## src/rtl/serial_add_ctrl.sv

```systemverilog
// Serial 2-bit-slice adder: a+b+cin computed over WIDTH/2 RUN cycles, LSB slice first.
// Define SERIAL_ADD_OVF_EN to add the registered two's-complement overflow output ovf.
module serial_add_ctrl #(
    parameter int WIDTH = 8
) (
    input  logic             clk,
    input  logic             reset,
    input  logic             start,
    input  logic [WIDTH-1:0] a,
    input  logic [WIDTH-1:0] b,
    input  logic             cin,
    output logic             busy,
    output logic             done,
    output logic [WIDTH-1:0] sum,
    output logic             carry
`ifdef SERIAL_ADD_OVF_EN
    ,
    output logic             ovf
`endif
);

    localparam int NSL = WIDTH / 2;
    localparam int CW  = (NSL > 1) ? $clog2(NSL) : 1;
    localparam logic [CW-1:0] LAST = CW'(NSL - 1);

    typedef enum logic [1:0] {
        IDLE,
        RUN,
        DONE
    } state_t;

    state_t           state_q, state_d;
    logic [WIDTH-1:0] a_q, a_d;
    logic [WIDTH-1:0] b_q, b_d;
    logic [WIDTH-1:0] work_q, work_d;
    logic             chain_q, chain_d;
    logic [CW-1:0]    cnt_q, cnt_d;
    logic [WIDTH-1:0] sum_q, sum_d;
    logic             carry_q, carry_d;

    logic [CW:0]      idx;
    logic [1:0]       x, y;
    logic             s_lo, c_lo, s_hi, c_hi;

    // Bit-serial split of the 2-bit slice: c_lo is the carry into the slice MSB.
    always_comb begin
        idx          = {cnt_q, 1'b0};
        x            = a_q[idx +: 2];
        y            = b_q[idx +: 2];
        {c_lo, s_lo} = {1'b0, x[0]} + {1'b0, y[0]} + {1'b0, chain_q};
        {c_hi, s_hi} = {1'b0, x[1]} + {1'b0, y[1]} + {1'b0, c_lo};
    end

`ifdef SERIAL_ADD_OVF_EN
    logic ovf_q, ovf_d;
`endif

    always_comb begin
        state_d = state_q;
        a_d     = a_q;
        b_d     = b_q;
        work_d  = work_q;
        chain_d = chain_q;
        cnt_d   = cnt_q;
        sum_d   = sum_q;
        carry_d = carry_q;
`ifdef SERIAL_ADD_OVF_EN
        ovf_d   = ovf_q;
`endif
        case (state_q)
            IDLE: begin
                if (start) begin
                    a_d     = a;
                    b_d     = b;
                    chain_d = cin;
                    cnt_d   = '0;
                    work_d  = '0;
                    state_d = RUN;
                end
            end
            RUN: begin
                work_d[idx +: 2] = {s_hi, s_lo};
                chain_d          = c_hi;
                cnt_d            = cnt_q + 1'b1;
                if (cnt_q == LAST) begin
                    // Result registers load from the just-completed working value.
                    sum_d   = work_d;
                    carry_d = c_hi;
`ifdef SERIAL_ADD_OVF_EN
                    ovf_d   = c_lo ^ c_hi;
`endif
                    state_d = DONE;
                end
            end
            DONE: begin
                state_d = IDLE;
            end
            default: begin
                state_d = IDLE;
            end
        endcase
    end

    always_ff @(posedge clk) begin
        if (reset) begin
            state_q <= IDLE;
            a_q     <= '0;
            b_q     <= '0;
            work_q  <= '0;
            chain_q <= 1'b0;
            cnt_q   <= '0;
            sum_q   <= '0;
            carry_q <= 1'b0;
`ifdef SERIAL_ADD_OVF_EN
            ovf_q   <= 1'b0;
`endif
        end else begin
            state_q <= state_d;
            a_q     <= a_d;
            b_q     <= b_d;
            work_q  <= work_d;
            chain_q <= chain_d;
            cnt_q   <= cnt_d;
            sum_q   <= sum_d;
            carry_q <= carry_d;
`ifdef SERIAL_ADD_OVF_EN
            ovf_q   <= ovf_d;
`endif
        end
    end

    assign busy  = (state_q == RUN);
    assign done  = (state_q == DONE);
    assign sum   = sum_q;
    assign carry = carry_q;
`ifdef SERIAL_ADD_OVF_EN
    assign ovf   = ovf_q;
`endif

endmodule

```

## config.mk

```make
export PLATFORM = sky130hd
export DESIGN_NAME = serial_add_ctrl
export DESIGN_NICKNAME = d
export VERILOG_FILES = /design/src/rtl/serial_add_ctrl.sv
export SDC_FILE = /design/constraint.sdc
export NUM_CORES = 1
export LEC_CHECK = 0
export BUFFER_PORTS_ARGS = -buffer_cell sky130_fd_sc_hd__buf_2
export CORE_ASPECT_RATIO = 1.2
export CORE_MARGIN = 3
export CORE_UTILIZATION = 40
export CTS_CLUSTER_SIZE = 10
export DETAILED_ROUTE_END_ITERATION = 12
export PLACE_DENSITY = 0.72
export SETUP_SLACK_MARGIN = 0.3
export SYNTH_ARGS = -nofsm -noshare
export SYNTH_HDL_FRONTEND = slang
export SYNTH_SLANG_ARGS = --single-unit
```

## constraint.sdc

```tcl
create_clock -name clk -period 2.6 [get_ports clk]
set_input_delay 0.26 -clock clk [delete_from_list [all_inputs] [get_ports clk]]
set_output_delay 0.26 -clock clk [all_outputs]
set_load 0.01 [all_outputs]
```

==> results.ini <==
[run_status]
outcome=completed

[setup_path]
cp-start-kind=register
r2r-end=sum[1]
rrSetupSlack_ns=0.36
reg2reg_depth=8
worstPathArrival_ns=2.38
crit_type=reg2reg
crit_start=cnt_q[0]
critPathRequiredTime_ns=2.74
reg2reg_from=cnt_q[0]
cp_max_fo=5
endpoint=sum[1]
critPathCaptureType=register

[logic_synthesis]
yosysUniqueCellTypes=33
avgSynthCellArea_um2=8.861
synth_top_area_cell=dfxtp_1
synth_warnings=0
ys_ff_latch=38
yosys.area.top_type_share_pct=41.28
synth-seq-area-share_pct=41.28
syn-instance-count=208
synth_area_leaders=dfxtp_1, nand2_1, a21oi_1, mux4_2, ha_1
syn-cell-area_um2=1843
syn_nets=236

[route]
wirelength_um=3826
drc_errors=0
vias=1465
dr.pass1.iters=4
wl_per_cell_um=13.15
viasPerCell=5.034
initialDrtViolationCount=91
ant_nets=0

[clocking]
clock_latency_ns=0.28
htreeDepth=2
ctsHoldBuffers=0
clockBufferDepth=2
cts_tree=done
cts_made_buffers=5
cts.sinks=38
cts_root_buf=clkbuf_8
path_clk_slew_ns=0.07

[timing]
rsz0062_at_grt=yes
fin_hold_ws_ns=0.2103
finalCriticalPeriod_ns=2.241
slew_headroom_pct=51.35
skew_ns=0.006185
worstMarginPinSlew_ns=0.7298
finalMaxSlewViolations=0
hold_viol_final=0
fin_crit_sh_pct=86.18
fmax_mhz=446.3
setup_viol=0
tns_ns=0

[worst_hold_path]
hp-class=in2reg

[global_route]
grt_pass1_vias=1445
grt_util_met2_pct=25.17
gr-max-usage-layer=met2
grt_pass1_wl_um=6403
grt_max_degree=41
use_met3_pct=4.196
gr-total-overflow=0
grt_usage_pct=15.46
met1_usage_pct=18.70
antenna_found_initial=0

[floorplanning]
die-area_um2=5461
io_pins=31
fp.coreArea_um2=4359
rows=26
start_util_pct=42.28
die_x_um=67.97
die_h_um=80.36

[cells_and_area]
layout.cells.non_filler=291
diodes=0
final_nets=264
drive_gt1_share_pct=25.53
stdcell_area_um2=2117
syn_to_final_growth_pct=14.87

[pwr]
p_leak_uw=0.0008442
powerDensity_nw_per_um2=563.1
vdd_drop_max_uv=236.2
power_uw=1192

[placed_design]
io_buffers=30
gp_congestion=0.7872
dp.cells=283
hpwl_um=2760
postPlaceCellArea_um2=2011

[run]
cap_violations=0

-- cells by family after synthesis --
family          synth area share (%)
buf+inv                        7.875
fa+ha+maj                      6.246
simple gates                   23.83
flops                          41.28
compound gates                 15.89
mux                            4.888
-- through the flow --
stage                     utilization (%)  setup slack (ns)
final                               48.56            0.3592
after global routing                48.56            0.2835
after CTS                           48.56            0.3060
after detailed placement            46.13            0.2271
after global placement              46.13            0.2690
after floorplan                         -            0.2899
-- Yosys cell counts, drive strengths merged --
| cell | count |
|---|---|
| a211oi | 1 |
| a21oi | 24 |
| a221oi | 8 |
| a22oi | 1 |
| and3b | 3 |
| and4b | 1 |
| and4bb | 1 |
| buf | 10 |
| clkbuf | 2 |
| dfxtp | 38 |
| fa | 2 |
| ha | 6 |
| inv | 17 |
| mux4 | 4 |
| nand2 | 44 |
| nand2b | 7 |
| nand3 | 1 |
| nand3b | 1 |
| nand4b | 1 |
| nor2 | 12 |
| nor2b | 2 |
| nor3 | 7 |
| nor3b | 2 |
| o21bai | 1 |
| o22ai | 1 |
| o32ai | 8 |
| or2b | 1 |
| or3 | 1 |
| or3b | 1 |
-- critical path: stages, from the launching register on --
cell and delay, ns:
dfxtp_4 0.38, mux4_2 0.50, inv_2 0.07, fa_2 0.19, inv_2 0.04, fa_2 0.47, nor2b_4 0.16, a221oi_2 0.21
nor3_1 0.07
-- flip-flops by register name (all words and copies together) (netlist names) --
register / flops
carry: 1
a_q: 8
b_q: 8
sum: 8
state_q: 2
chain_q: 1
cnt_q: 2
work_q: 8
-- per-layer routing --
metal,up-vias,wire length (µm)
li1,763,-
met5,-,0
met3,6,185
met4,0,56
met2,34,1841
met1,662,1743
-- cells in the final DEF (no fill, tap or decap), types with 2 or more instances in the layout --
cell type,instances
fa_2,2
a221oi_1,6
and3b_1,3
nand2b_1,7
nor3b_4,2
a221oi_2,2
ha_1,6
a21oi_1,23
buf_2,30
nor3_1,7
mux4_2,4
o32ai_1,8
dfxtp_1,36
nor2_1,12
clkbuf_8,6
inv_1,14
nand2_1,44
buf_4,3
inv_2,3
-- worst min-delay path by stage --
| stage | to | startpoint | cells after the start | slack (ns) |
|---|---|---|---|---|
| 6_report | a_q[5] | a[5] | 3 | 0.21 |
| 5_1_grt | a_q[6] | a[6] | 3 | 0.20 |
| 4_1_cts | a_q[5] | a[5] | 3 | 0.20 |
| 3_5_place_dp | b_q[5] | b_q[5] | 2 | 0.45 |
| 3_3_place_gp | b_q[1] | b_q[1] | 2 | 0.44 |
| 2_1_floorplan | a_q[0] | a[0] | 2 | 0.40 |
-- power breakdown --
group	switching [µW]	internal [µW]	leakage, µW
Combinational	101	77.5	0.000491
Sequential	18.2	603	0.000311
Clock	188	204	0.0000431
Total	307	885	0.000844
-- area by class of cell --
type	instances	area, µm²
fill	440	2242
multi-input combinational	141	962.2
sequential	38	765.7
timing repair buffer	33	172.7
clock buffer	6	82.58
tap	56	70.07
inverter	17	63.81
-- repair_timing --
action / CTS / global route
setup endpoints to repair: 4 / 2
buffers inserted: 2 / 0
pin swaps: 1 / 5
resized for setup: 5 / 1
No activity file was read; power rests on OpenSTA's default activity.
